**config.mk**
```make
export PLATFORM = sky130hd
export DESIGN_NAME = spi_mult_store_seq
export DESIGN_NICKNAME = d
export VERILOG_FILES = /design/src/rtl/spi_mult_store_seq.sv
export SDC_FILE = /design/constraint.sdc
export NUM_CORES = 1
export LEC_CHECK = 0
export CORE_ASPECT_RATIO = 0.75
export CORE_UTILIZATION = 40
export DETAILED_ROUTE_END_ITERATION = 7
export RECOVER_POWER = 50
export SYNTH_ARGS = -nofsm -noshare
export SYNTH_HDL_FRONTEND = slang
export SYNTH_SLANG_ARGS = --single-unit
```
**constraint.sdc**
```tcl
create_clock -name CLK -period 3.05 [get_ports CLK]
set_clock_uncertainty 0.2 [all_clocks]
set_input_delay 0.61 -clock CLK [delete_from_list [all_inputs] [get_ports CLK]]
set_output_delay 0.61 -clock CLK [all_outputs]
set_load 0.05 [all_outputs]
```
**src/rtl/spi_mult_store_seq.sv**
```systemverilog
// Purpose: SPI master that multiplies a*b on an external multiplier, stores the product to an external memory and reads it back.
// Latency: 59 SCLK periods (default parameters) from start to the one-CLK done pulse, plus one FINISH cycle.
// Backpressure: none; start is only accepted in IDLE, starts while busy or in FINISH are dropped.
//
// Ports:
//   CLK, RST            system clock, asynchronous active-high reset
//   start, a, b, addr   request pulse and operands/address (latched on accept)
//   busy, done          sequence in progress, one-CLK completion pulse
//   product, readback   multiplier result and memory readback (updated in FINISH)
//   match               readback == product (updated in FINISH)
//   SCLK, MOSI          shared SPI clock (idle low) and data out
//   MultCS, MultMISO    multiplier select (active high) and its data in
//   MemCS, MemMISO      memory select (active low) and its data in
module spi_mult_store_seq #(
  parameter int SCLK_HALF = 5,
  parameter int MULT_WAIT = 5,
  parameter int READ_WAIT = 3
) (
  input  logic       CLK,
  input  logic       RST,
  input  logic       start,
  input  logic [3:0] a,
  input  logic [3:0] b,
  input  logic [6:0] addr,
  output logic       busy,
  output logic       done,
  output logic [7:0] product,
  output logic [7:0] readback,
  output logic       match,
  output logic       SCLK,
  output logic       MOSI,
  output logic       MultCS,
  output logic       MemCS,
  input  logic       MultMISO,
  input  logic       MemMISO
);

  typedef enum logic [3:0] {
    IDLE, M_SEL, M_SHIFT, M_WAIT, M_READ, W_ADDR, W_GAP,
    W_DATA, W_GAP2, R_ADDR, R_WAIT, R_READ, FINISH
  } state_t;

  localparam int HW = (SCLK_HALF > 1) ? $clog2(SCLK_HALF) : 1;
  localparam logic [HW-1:0] HALF_LAST = HW'(SCLK_HALF - 1);

  state_t        state;
  logic [HW-1:0] hcnt;     // CLK cycles within the current SCLK half
  logic [7:0]    pcnt;     // SCLK periods within the current state
  logic [3:0]    a_l, b_l;
  logic [6:0]    addr_l;
  logic [7:0]    prod_sr, rb_sr;

  // Values that take effect at the next SCLK falling edge.
  logic [7:0] term, nxt_pcnt, ab, wa, ra;
  logic       per_end, nxt_mosi;
  logic [2:0] bi;
  state_t     succ, nxt_state;

  always_comb begin
    term = 8'd7;
    case (state)
      M_SEL, W_GAP, W_GAP2: term = 8'd0;
      M_WAIT:               term = 8'(MULT_WAIT - 1);
      R_WAIT:               term = 8'(READ_WAIT - 1);
      default:              term = 8'd7;
    endcase
    per_end = (pcnt == term);

    succ = IDLE;
    case (state)
      M_SEL:   succ = M_SHIFT;
      M_SHIFT: succ = M_WAIT;
      M_WAIT:  succ = M_READ;
      M_READ:  succ = W_ADDR;
      W_ADDR:  succ = W_GAP;
      W_GAP:   succ = W_DATA;
      W_DATA:  succ = W_GAP2;
      W_GAP2:  succ = R_ADDR;
      R_ADDR:  succ = R_WAIT;
      R_WAIT:  succ = R_READ;
      R_READ:  succ = FINISH;
      default: succ = IDLE;
    endcase

    // Period counter stops at its terminal count and restarts with the next field.
    nxt_state = per_end ? succ : state;
    nxt_pcnt  = per_end ? 8'd0 : pcnt + 8'd1;
    bi        = 3'd7 - nxt_pcnt[2:0];   // MSB first
    ab        = {a_l, b_l};
    wa        = {1'b0, addr_l};
    ra        = {1'b1, addr_l};
    nxt_mosi  = 1'b0;
    case (nxt_state)
      M_SHIFT: nxt_mosi = ab[bi];
      W_ADDR:  nxt_mosi = wa[bi];
      W_DATA:  nxt_mosi = prod_sr[bi];
      R_ADDR:  nxt_mosi = ra[bi];
      default: nxt_mosi = 1'b0;
    endcase
  end

  always_ff @(posedge CLK or posedge RST) begin
    if (RST) begin
      state    <= IDLE;
      hcnt     <= '0;
      pcnt     <= '0;
      a_l      <= '0;
      b_l      <= '0;
      addr_l   <= '0;
      prod_sr  <= '0;
      rb_sr    <= '0;
      busy     <= 1'b0;
      done     <= 1'b0;
      product  <= '0;
      readback <= '0;
      match    <= 1'b0;
      SCLK     <= 1'b0;
      MOSI     <= 1'b0;
      MultCS   <= 1'b0;
      MemCS    <= 1'b1;
    end else begin
      done <= 1'b0;
      case (state)
        IDLE: begin
          if (start) begin
            a_l    <= a;
            b_l    <= b;
            addr_l <= addr;
            busy   <= 1'b1;
            MultCS <= 1'b1;
            MOSI   <= 1'b0;
            SCLK   <= 1'b0;
            hcnt   <= '0;
            pcnt   <= '0;
            state  <= M_SEL;
          end
        end
        FINISH: state <= IDLE;
        default: begin
          if (hcnt == HALF_LAST) begin
            hcnt <= '0;
            if (!SCLK) begin
              // Rising edge: sample the selected slave.
              SCLK <= 1'b1;
              if (state == M_READ) prod_sr <= {prod_sr[6:0], MultMISO};
              if (state == R_READ) rb_sr   <= {rb_sr[6:0], MemMISO};
            end else begin
              // Falling edge: period boundary, MOSI and state advance here.
              SCLK  <= 1'b0;
              state <= nxt_state;
              pcnt  <= nxt_pcnt;
              MOSI  <= nxt_mosi;
              if (per_end) begin
                case (state)
                  M_READ: begin
                    // Hand-over in one edge: MultCS drops as MemCS asserts.
                    MultCS <= 1'b0;
                    MemCS  <= 1'b0;
                  end
                  R_READ: begin
                    MemCS    <= 1'b1;
                    busy     <= 1'b0;
                    done     <= 1'b1;
                    product  <= prod_sr;
                    readback <= rb_sr;
                    match    <= (rb_sr == prod_sr);
                  end
                  default: ;
                endcase
              end
            end
          end else begin
            hcnt <= hcnt + 1'b1;
          end
        end
      endcase
    end
  end

endmodule

```
==> results of run 1 <==
-- what timing repair did --
item	CTS	global route
hold buffers	0	0
hold endpoints to repair	0	0
setup buffers	0	2
setup endpoints to repair	0	16
-- state kept, by name (all words and copies together), names as in the netlist --
name,count
pcnt,8
prod_sr,8
product,8
rb_sr,8
readback,8
addr_l,7
a_l,4
b_l,4
state,4
hcnt,3
MOSI,1
MemCS,1
MultCS,1
SCLK,1
busy,1
done,1
match,1
-- kinds of logic (layout without fill, tap and decap cells) --
kind of cell               count (synthesis)  after routing
xor gates and xnor gates                  15             15
buffers and inverters                     29             81
DFF                                       69             69
adders and majority gates                  8              8
AOI/OAI and AO/OA                         54             54
muxes                                     59             59
and+or+nand+nor                           83             84
-- cells in the mapped netlist, types with 3 or more instances --
library cell	n
a21o_1	4
a21oi_1	8
a31oi_1	3
and3_1	4
buf_2	5
buf_4	3
buf_6	4
clkbuf_1	5
dfrtp_1	68
ha_1	8
inv_1	10
mux2_2	34
mux2_4	16
mux2i_1	5
mux4_2	4
nand2_1	22
nand2b_1	3
nand3_1	8
nand4_1	6
nor2_1	19
nor2b_1	3
nor3b_1	3
o21ai_0	9
o21ai_1	10
xnor2_1	8
xor2_1	6
-- per-stage QoR --
step	util (%)	worst slack (ns)	cells	hold slack (ns)	instance area (um2)
after floorplan	-	0.5018	317	0.2750	3710
after global placement	47.17	0.2124	464	0.2746	4249
after detailed placement	47.17	0.1336	464	0.2834	4249
after CTS	50.50	0.1286	479	0.3082	4549
after global routing	50.57	0.02919	482	0.3182	4556
final	50.57	0.1646	482	0.3009	4556
-- where the power goes --
| part | leakage (nW) | switching [mW] | total, mW | internal [mW] |
|---|---|---|---|---|
| combinational | 1.13 | 0.0214 | 0.0431 | 0.0217 |
| sequential | 0.925 | 0 | 0.916 | 0.916 |
| clock | 0.137 | 0.395 | 1.05 | 0.651 |
-- worst register-to-register path: stages, from the launching register on --
cell	delay, ns
dfrtp_1	0.45
inv_1	0.17
ha_1	0.30
nand2b_1	0.08
a221o_1	0.33
mux2i_1	0.27
and3_4	0.26
nand4_2	0.09
buf_4	0.26
mux2_4	0.34
-- area by class of cell --
cell class	instances	area share, %
Timing Repair Buffer	55	11.29
Clock buffer	10	5.246
Tap cell	112	3.076
Inverter	11	0.9063
Multi-Input combinational cell	220	40.21
Clock inverter	5	1.346
Sequential cell	69	37.93
-- worst max path at each step --
stage                              to  slack (ns)      from
after global routing       product[1]        0.03  state[0]
after CTS                  product[1]        0.13  state[0]
after floorplan                  MOSI        0.50       RST
after global placement    readback[0]        0.21  state[0]
final                      product[1]        0.16  state[0]
after detailed placement   product[0]        0.13  state[0]
-- layer usage --
| metal | track usage (%) | wire [um] |
|---|---|---|
| met1 | 27.17 | 4042 |
| met2 | 25.71 | 3333 |
| met4 | 4.426 | 92 |
| met3 | 4.857 | 404 |
| met5 | 0 | 0 |
==> results.toml, run 1 <==
[run_status]
status = "completed"

[sta]
fin_setup_tns_ns = 0
slew-limit-headroom_pct = 36.86
finalCritPeriodShare_pct = 94.60
timing.final.hold_violations = 0
max_freq_mhz = 346.6
worstMarginPinSlew_ns = 0.9461
finalSetupViolCount = 0
period_minus_slack_ns = 2.885
slew_violations = 0
rsz0062_at_grt = "no"

[setup_path]
max_stage_delay_ns = 0.45
path_depth = 9
r2r-end = "product[1]"
cp_cell_sequence = "inv_1 > ha_1 > nand2b_1 > a221o_1 > mux2i_1 > and3_4 > nand4_2 > buf_4 > mux2_4"
rrSetupSlack_ns = 0.16
critPathMaxFanout = 20
required_ns = 3.06
cp_num_buf_inv = 2
startpoint_type = "flop"
cp_slowest_cell = "dfrtp_1"
r2r_start = "state[0]"
crit_type = "reg2reg"
crit_arrival_ns = 2.89
critPathCaptureType = "flop"
crit_family = "multiplexers"
r2r.worst_path.cells = 9

[place]
gp_congestion = 0.8700
hpwlAfterDp_um = 5612
port_buffers = 42

[clock_tree]
cts_tree = "yes"
clk_pin_slew_ns = 0.06
root_buffer = "clkbuf_16"
numCtsBuffers = 9
cts_num_sinks = 69
cts_resized = 0
cts.path.max_buffers = 2
htreeDepth = 3
clkLatencyLatePin_ns = 0.33

[route]
firstDrtPassIters = 4
vias = 2608
drc = 0
via_per_inst = 5.411
initialDrtViolationCount = 140
wirelength_um = 7872
route.antenna.remaining_nets = 0
wl_per_cell_um = 16.33

[synth]
ys_types = 58
synth_xor_xnor_area_share_pct = 3.744
synth-edff-count = 0
avgSynthCellArea_um2 = 11.70
synth_simple_gate_area_share_pct = 12.24
synth_top_family_by_area = "multiplexers"
ys_top_cells_by_area = "dfrtp_1, mux2_2, mux2_4"
synth.area.mux_share_pct = 20.57
dominantRegCellSynth = "dfrtp_1"
synth.yosys.seq_area_share_pct = 46.58
syn_inst = 317
synthAdderAreaFrac_pct = 2.698
synth_nets = 345
postSynthRegisterBits = 69
ys_warn_count = 0
synth_compound_area_share_pct = 9.916
syn_area_um2 = 3710
async_flop_share_pct = 100.0
synth_top_cell_by_area = "dfrtp_1"
netlist.area_leader.share_pct = 45.87

[global_route]
grt_usage_pct = 18.10
antenna_found_initial = 0
grt_pass1_vias = 2617
grt_max_degree = 46
grt_pass1_wl_um = 13520
gr-total-overflow = 0

[pwr]
power.total_mw = 2.005
pwr_density_cell_nw_per_um2 = 440.1
ir_drop_uv = 244.1
leakagePower_nw = 2.192

[hold_path]
whs_endpoint = "MOSI"
hp-start = "MOSI"
hp-class = "reg2reg"
min_path_cells = 2

[cells_and_area]
regArea_um2 = 1728
drive_above_1_share_pct = 25.14
final_common_cell = "dfrtp_1"
diodes = 0
multi_input_area_um2 = 1832
num-fill-cells = 811
final_cell_mix = "dfrtp_1, clkdlybuf4s50_1, mux2_2"
layout.nets = 394
areaGrowthSynthToFinish_pct = 22.80

[floorplan]
die_h_um = 85.40
rows = 30
die_area_um2 = 9667
coreArea_um2 = 9009
die_x_um = 113.2
num_io_pins = 43
start_util_pct = 41.18

[job]
maxCapViolCount = 0
No activity file was read; power rests on OpenSTA's default activity.
==> inputs of run 2 (changes only) <==
--- a/config.mk
+++ b/config.mk
@@ -9,6 +9,7 @@
 export CORE_UTILIZATION = 40
 export DETAILED_ROUTE_END_ITERATION = 7
 export RECOVER_POWER = 50
+export SLEW_MARGIN = 10
 export SYNTH_ARGS = -nofsm -noshare
 export SYNTH_HDL_FRONTEND = slang
 export SYNTH_SLANG_ARGS = --single-unit
==> results of run 2 <==
The final DEF is identical to that of run 1; final timing and power are the same.
==> inputs of run 3 (changes only) <==
--- a/config.mk
+++ b/config.mk
@@ -8,7 +8,9 @@
 export CORE_ASPECT_RATIO = 0.75
 export CORE_UTILIZATION = 40
 export DETAILED_ROUTE_END_ITERATION = 7
+export DONT_BUFFER_PORTS = 1
 export RECOVER_POWER = 50
+export REMOVE_ABC_BUFFERS = 1
 export SLEW_MARGIN = 10
 export SYNTH_ARGS = -nofsm -noshare
 export SYNTH_HDL_FRONTEND = slang
==> results.toml, run 3 (synthesis results as in run 1) <==
[global_route]
grt_usage_pct = 17.21
grt_pass1_wl_um = 12630
antenna_found_initial = 0
grt_pass1_vias = 2364
grt_max_degree = 70
gr-total-overflow = 0

[route]
vias = 2420
route.antenna.remaining_nets = 0
drc = 0
via_per_inst = 5.500
wl_per_cell_um = 17.16
firstDrtPassIters = 5
initialDrtViolationCount = 155
wirelength_um = 7551

[sta]
slew_violations = 70
finalSetupViolCount = 0
timing.final.hold_violations = 0
max_freq_mhz = 350.9
period_minus_slack_ns = 2.850
slew-limit-headroom_pct = -12.06
worstMarginPinSlew_ns = 1.681
finalCritPeriodShare_pct = 93.44

[run_status]
violations = "max-capacitance violations, max-slew violations"
status = "finished, violations left"

[hold_path]
min_path_cells = 1
hp-start = "a[0]"
whs_endpoint = "a_l[0]"
hp-class = "in2reg"

[cells_and_area]
final_common_cell = "dfrtp_1"
num-fill-cells = 839
multi_input_area_um2 = 1832
areaGrowthSynthToFinish_pct = 11.91
final_cell_mix = "dfrtp_1, mux2_2, nand2_1"
final_cell_area_um2 = 4151
diodes = 0
regArea_um2 = 1728
drive_above_1_share_pct = 28.66
layout.nets = 351

[clock_tree]
root_buffer = "clkbuf_16"
clkLatencyLatePin_ns = 0.33
cts_tree = "yes"
htreeDepth = 3
cts.path.max_buffers = 2
cts_setup_buffers = 0
cts-hold-fix-buffers = 0
clk_pin_slew_ns = 0.06
numCtsBuffers = 9
cts_num_sinks = 69
cts_resized = 0

[place]
port_buffers = 0
hpwlAfterDp_um = 5292
postPlaceCellArea_um2 = 3829
gp_congestion = 0.8649

[setup_path]
r2r.worst_path.cells = 9
required_ns = 3.07
crit_type = "reg2reg"
crit_arrival_ns = 2.87
r2r_start = "state[0]"
crit_family = "multiplexers"
critPathCaptureType = "flop"
critPathMaxFanout = 20
cp_num_buf_inv = 2
rrSetupSlack_ns = 0.20
cp_cell_sequence = "inv_1 > ha_1 > nor3b_1 > a221o_1 > mux2i_1 > and3_4 > nand4_2 > buf_4 > mux2_4"
startpoint_type = "flop"
critPathLaunch = "state[0]"
max_stage_delay_ns = 0.43
cp_slowest_cell = "dfrtp_1"
r2r-end = "product[1]"

[pwr]
pwr_density_cell_nw_per_um2 = 495.1
ir_drop_uv = 340.6
leakagePower_nw = 2.032
power.total_mw = 2.055

[floorplan]
rows = 30
start_util_pct = 41.18
die_area_um2 = 9667
coreArea_um2 = 9009
num_io_pins = 43
die_h_um = 85.40
die_x_um = 113.2

[job]
maxCapViolCount = 1
run 3: cell count changes in the layout (fill, tap and decap cells not counted), sizes merged:
cell / previous run / this run
bufinv: 1 / 2
inv: 11 / 13
clkbuf: 12 / 10
clkdlybuf4s50: 35 / 0
clkinvlp: 3 / 2
dlygate4sd3: 7 / 0
run 3: cell type report:
cell class / instances / area share (%)
Clock buffer: 9 / 5.425
Multi-Input combinational cell: 220 / 44.12
Timing Repair Buffer: 12 / 2.110
Tap cell: 112 / 3.376
Inverter: 11 / 0.9946
Clock inverter: 7 / 2.351
Sequential cell: 69 / 41.62
run 3: worst max path at each step:
| stage | endpoint | cells past startpoint | slack (ns) |
|---|---|---|---|
| after floorplan | product[0] | 7 | -0.04 |
| after global placement | product[1] | 9 | 0.25 |
| after detailed placement | product[3] | 9 | 0.15 |
| after CTS | readback[0] | 9 | 0.13 |
| after global routing | product[1] | 9 | -0.02 |
| final | product[1] | 9 | 0.20 |
run 3: through the flow:
step | util [%] | TNS [ns] | setup WS (ns) | hold WS, ns | instances
global route | 46.08 | -0.1137 | -0.01563 | 0.2084 | 440
floorplan | - | -0.5741 | -0.03588 | 0.2750 | 299
global placement | 42.50 | 0 | 0.2535 | 0.2857 | 422
detailed placement | 42.50 | 0 | 0.1471 | 0.2934 | 422
finish | 46.08 | 0 | 0.2000 | 0.2205 | 440
CTS | 46.08 | 0 | 0.1330 | 0.04117 | 438
run 3: power by group:
part           leakage (nW)  total [mW]  internal [mW]  switching (mW)
logic                 0.954      0.0177       0.000689          0.0170
registers             0.925       0.916          0.916               0
clock network         0.152        1.12          0.719           0.403
total                  2.03        2.06           1.64           0.420
run 3: worst reg2reg max path, stage by stage, from the launching register on:
cell     delay (ns)
dfrtp_1        0.43
inv_1          0.13
ha_1           0.30
nor3b_1        0.23
a221o_1        0.18
mux2i_1        0.29
and3_4         0.26
nand4_2        0.10
buf_4          0.27
mux2_4         0.35
run 3: routing by layer:
metal | vias to the layer above | share of wire (%) | track usage (%)
li1 | 1158 | - | -
met1 | 1170 | 50 | 25.41
met2 | 88 | 41 | 23.03
met3 | 4 | 7.8 | 6.643
met4 | 0 | 0.74 | 5.024
met5 | - | 0 | 0
==> RTL edit 1: new RTL, settings of run 2 <==
`SCLK_HALF`: 5 -> 10.
--- a/src/rtl/spi_mult_store_seq.sv
+++ b/src/rtl/spi_mult_store_seq.sv
@@ -14,3 +14,3 @@
 module spi_mult_store_seq #(
-  parameter int SCLK_HALF = 5,
+  parameter int SCLK_HALF = 10,
   parameter int MULT_WAIT = 5,
Check against the original RTL: not equivalent (a bounded check fails within 10 cycles, from zero or initial values and one cycle with RST high).
==> RTL edit 1 against run 2 <==
- count of clock-buffer cells in the layout unchanged
- synthesized area increased by 0.57%
- sequential power increased by 2%
- worst setup slack got worse by 0.040 ns
- sequential cell count increased by 1
- critical path depth increased by 2
- global-route usage increased by 0.40 points
- maximum frequency decreased by 1.4%
- power increased by 0.85%
- design area increased by 5.6%
- wire length increased by 5.4%
- critical path type unchanged
- largest power group unchanged
==> RTL edit 1: results (changes against run 2) <==
INFO  metric global_route_met2_usage = 26.05% (+0.34 points)
INFO  metric post_detailed_route_wirelength_per_cell = 15.72 um (-3.7%)
INFO  metric grt_use_met3 = 4.382% (-0.48 points)
INFO  metric rr_worst_depth = 11 (+2)
INFO  metric final_layout_worst_hold_slack = 0.2837 ns (-0.01717 ns)
INFO  metric worst_r2r_startpoint = state[1]
INFO  metric critical_path.max_fanout = 19 (-5.0%)
INFO  metric placer_congestion = 0.9600 (+10%)
INFO  metric dp_hpwl = 5957 um (+6.2%)
INFO  metric sequential_cell_area = 1753 um2 (+1.4%)
INFO  metric grt_first_pass_wirelength = 14100 um (+4.2%)
INFO  metric holdPathEnd = match
INFO  metric critical_path.reg2reg.endpoint = readback[3]
INFO  metric placed_cells = 511 (+10%)
INFO  metric gr-usage-all-layers = 18.50% (+0.40 points)
INFO  metric layout.nets = 423 (+7.4%)
INFO  metric crit_path_arrival_time = 2.94 ns (+0.05 ns)
INFO  metric hold_path_depth = 2 (unchanged)
INFO  metric p_leak = 2.151 nW (-1.9%)
INFO  metric cp_slowest_stage_delay = 0.49 ns (+0.04 ns)
INFO  metric mappedNetlistNets = 355 (+2.9%)
INFO  metric holdCritPathClass = reg2reg
INFO  metric mean_area_per_synthesized_cell = 11.41 um2 (-2.5%)
INFO  metric placed_instance_area = 4462 um2 (+5.0%)
INFO  metric ctsRootBufferMaster = clkbuf_16
INFO  metric detailroute.wirelength.met2 = 3637 um (+9.1%)
INFO  metric hold_path_startpoint = match
INFO  metric irDropWorstVdd = 0.0002962 V (+21%)
INFO  metric largest_net_degree_at_the_start_of_global_routing = 45 (-2.2%)
INFO  metric initialDrtViolationCount = 95 (-32%)
INFO  metric worstSetupPathDepth = 11 (+2)
INFO  metric detailroute.wirelength.met3 = 361 um (-11%)
INFO  metric status = finished, final reports clean
INFO  metric wl_met1 = 4215 um (+4.3%)
INFO  metric synthTopCellsByCount = 69 x dfrtp_1, 43 x mux2_2, 24 x nand2_1, 19 x nor2_1, 19 x o21ai_0
INFO  metric yosys-top-cells-area = dfrtp_1 46%, mux2_2 13%, mux2_4 2.8%, ha_1 2.7%, o21ai_0 2.5%
INFO  metric global_route.usage.met1 = 27.58% (+0.41 points)
INFO  metric synthDistinctLibCells = 59 (+1.7%)
INFO  metric synth.yosys.seq_area_share = 46.98% (+0.41 points)
INFO  metric p_sw_share = 21.31% (+0.56 points)
INFO  metric r2r_slack = 0.12 ns (-0.04 ns)
INFO  metric route.vias.total = 2813 (+7.9%)
INFO  metric drt-vias-per-instance = 5.328 (-1.5%)
-- RTL edit 1: worst max-delay path by stage --
stage | from | end | slack, ns
after floorplan | state[0] | product[0] | 0.04
after global placement | state[1] | MOSI | 0.13
after detailed placement | state[1] | state[2] | 0.06
after CTS | state[1] | MOSI | 0.04
after global routing | state[1] | state[2] | -0.03
final | state[1] | readback[3] | 0.12
-- RTL edit 1: per-stage QoR --
stage	worst slack, ns	setup TNS [ns]	total power [mW]
finish	0.1248	0	2.022
global route	-0.02669	-0.1284	2.096
CTS	0.03770	0	2.057
detailed placement	0.06351	0	0.9955
global placement	0.1314	0	0.9957
floorplan	0.03857	0	0.9626
-- RTL edit 1: power by group through the flow --
stage / registers (mW) / logic (mW) / clock network, mW
after CTS: 0.930 / 0.0485 / 1.08
after global routing: 0.930 / 0.0512 / 1.12
after detailed placement: 0.947 / 0.0484 / 0
final: 0.931 / 0.0452 / 1.05
after floorplan: 0.947 / 0.0156 / 0
after global placement: 0.947 / 0.0486 / 0
-- RTL edit 1: cells by family (layout without fill, tap and decap cells) --
family | after synthesis | in the layout | synth area share, %
buf+inv | 23 | 96 | 2.951
compound gates | 62 | 62 | 10.76
mux | 58 | 58 | 19.28
xor+xnor | 15 | 15 | 3.521
simple gates | 91 | 91 | 13.82
fa+ha+maj | 8 | 8 | 2.683
flops | 70 | 70 | 46.98
-- RTL edit 1: repair_timing --
item / in CTS / in global routing
setup buffers: 0 / 1
endpoints found under the setup margin: 0 / 26
resized for setup: 0 / 10
-- RTL edit 1: layout make-up --
class	count	share of cell area, %
multi-input cells	234	39.98
flip-flops and latches	70	36.45
repair buffers	72	13.40
clock buffers	10	4.761
well taps	128	3.330
clock inverters	6	1.457
inverters	8	0.6243
==> RTL edit 2: new RTL, settings of run 2 <==
Without the edit above. Make the reset (`RST`) synchronous in one clocked block. Comments in the files are not updated.
--- a/src/rtl/spi_mult_store_seq.sv
+++ b/src/rtl/spi_mult_store_seq.sv
@@ -101,3 +101,3 @@
 
-  always_ff @(posedge CLK or posedge RST) begin
+  always_ff @(posedge CLK) begin
     if (RST) begin
Function: differs if RST is asserted again (counterexample within 4 cycles, from zero or initial values and one cycle with RST high); with RST held inactive, the same outputs for 10 cycles.
==> RTL edit 2 against run 2 <==
- worst setup slack got worse by 0.029 ns
- design area rose by 0.27%
- largest cell class unchanged
- sequential cell count is 4 higher
- die area down 4.2%
- non-clock buffer count grew 12
- synthesized area fell by 4.3%
- critical path type unchanged
- global-route usage increased by 2.5 points
- wire length increased by 15%
- synthesized cell count up 32%
Power is not compared: it rests on default switching activity, and its combinational part moved more than twofold at a synthesized area within 25%.
==> RTL edit 2: results (changes against run 2) <==
INFO  metric initialDrtViolationCount = 129 (-7.9%)
INFO  metric powerComb = ~0.43 mW
INFO  metric gr-usage-all-layers = 20.56% (+2.5 points)
INFO  metric insertedDiodeCount = 0 (unchanged)
INFO  metric critical_path.max_fanout = 10 (-50%)
INFO  metric ctsRootBufferMaster = clkbuf_16
INFO  metric final_layout_worst_hold_slack = 0.2504 ns (-0.05047 ns)
INFO  metric holdCritPathClass = reg2reg
INFO  metric cts_resized = 2 (+2)
INFO  metric critical_path.reg2reg.endpoint = succ[3]
INFO  metric status = finished, final reports clean
INFO  metric drt-vias-per-instance = 5.317 (-1.7%)
INFO  metric crit_path_arrival_time = 2.98 ns (+0.09 ns)
INFO  metric dp_hpwl = 6528 um (+16%)
INFO  metric synthTopCellsByCount = 80 x nand2_1, 73 x dfxtp_1, 50 x a21oi_1, 39 x nor2_1, 20 x mux2i_1
INFO  metric r2r_slack = 0.14 ns (-0.03 ns)
INFO  metric p_switching = ~0.71 mW
INFO  metric layout.nets = 499 (+27%)
INFO  metric p_leak = between 1.5 and 2 nW
INFO  metric placer_congestion = 0.8463 (-2.7%)
INFO  metric worst_r2r_startpoint = state[3]
INFO  metric largest_net_degree_at_the_start_of_global_routing = 37 (-20%)
INFO  metric ys.flop_type = dfxtp_1
INFO  metric yosys_warnings = 0 (unchanged)
INFO  metric synth_async_sr_flop_share = 0% (-100 points)
INFO  metric synthDistinctLibCells = 57 (-1.7%)
INFO  metric number_of_buffers_added_for_setup_after_cts = 0 (unchanged)
INFO  metric io_buffers = 42 (unchanged)
INFO  metric cts_hold_repair.buffers = 0 (unchanged)
INFO  metric critPathTopFamily = simple AND/OR/NAND/NOR gates
INFO  metric maxSlewHeadroom = 57.73% (+21 points)
INFO  metric worstSkewPairLatency = 0.33 ns (about the same)
INFO  metric synth.yosys.seq_area_share = 41.16% (-5.4 points)
INFO  metric rr_worst_depth = 11 (+2)
INFO  metric drive_above_1_share = 15.27% (-9.9 points)
INFO  metric cp_slowest_stage_delay = 0.38 ns (-0.07 ns)
INFO  metric placed_instance_area = 4178 um2 (-1.7%)
INFO  metric filler_cell_count = 809 (-0.25%)
INFO  metric grt_first_pass_wirelength = 15390 um (+14%)
INFO  metric critPathSlowestCell = dfxtp_2
INFO  metric mappedNetlistNets = 445 (+29%)
INFO  metric yosys-top-cells-area = dfxtp_1 41%, nand2_1 8.5%, a21oi_1 7.0%, mux2i_1 5.6%, nor2_1 4.1%
INFO  metric via_count_of_the_first_global_routing_pass = 3083 (+18%)
INFO  metric post_detailed_route_wirelength_per_cell = 15.47 um (-5.3%)
INFO  metric setup_tns = 0 ns (unchanged)
RTL edit 2: changes by cell type in the layout (fill, tap and decap cells not counted), sizes merged, moves of 6 or more:
cell           change
clkdlybuf4s50      +6
mux2i             +16
dlygate4sd3        -7
a21oi             +42
mux2              -49
dfrtp             -68
buf               +14
nand2             +58
o21ai              -8
dfxtp             +73
nor3               +7
nor2              +19
RTL edit 2: cells by family after synthesis:
group / Yosys count / share of synthesized area, %
adders and majority gates: 6 / 2.114
buffers and inverters: 34 / 4.193
and+or+nand+nor: 172 / 22.90
AOI/OAI and AO/OA: 93 / 16.95
xor gates and xnor gates: 15 / 3.700
muxes: 26 / 8.985
DFF: 73 / 41.16
RTL edit 2: per-stage QoR:
step | setup WS [ns] | std cells
3_3_place_gp | 0.04101 | 570
2_1_floorplan | 0.2797 | 419
4_1_cts | 0.04030 | 586
6_report | 0.1357 | 586
5_1_grt | -0.04206 | 586
3_5_place_dp | -0.04866 | 570
RTL edit 2: routing by layer:
metal  track usage (%)  share of wire (%)
met5                 0                  0
met1             30.65                 53
met4             5.333               0.90
met3             4.938                5.2
met2             29.36                 41
RTL edit 2: how the worst min path moves through the flow:
stage | end | startpoint | cells after the start
global route | product[1] | product[1] | 2
CTS | readback[0] | readback[0] | 2
detailed placement | readback[0] | readback[0] | 2
global placement | a_l[2] | a_l[2] | 2
floorplan | addr_l[3] | addr_l[3] | 2
finish | readback[0] | readback[0] | 2
RTL edit 2: final cells by class:
| cell class | instances | share of cell area (%) |
|---|---|---|
| clock buffer | 9 | 4.930 |
| clock inverter | 7 | 2.739 |
| inverter | 10 | 0.8217 |
| multi-input combinational | 312 | 43.30 |
| sequential | 73 | 32.13 |
| tap | 108 | 2.958 |
| timing repair buffer | 67 | 13.12 |
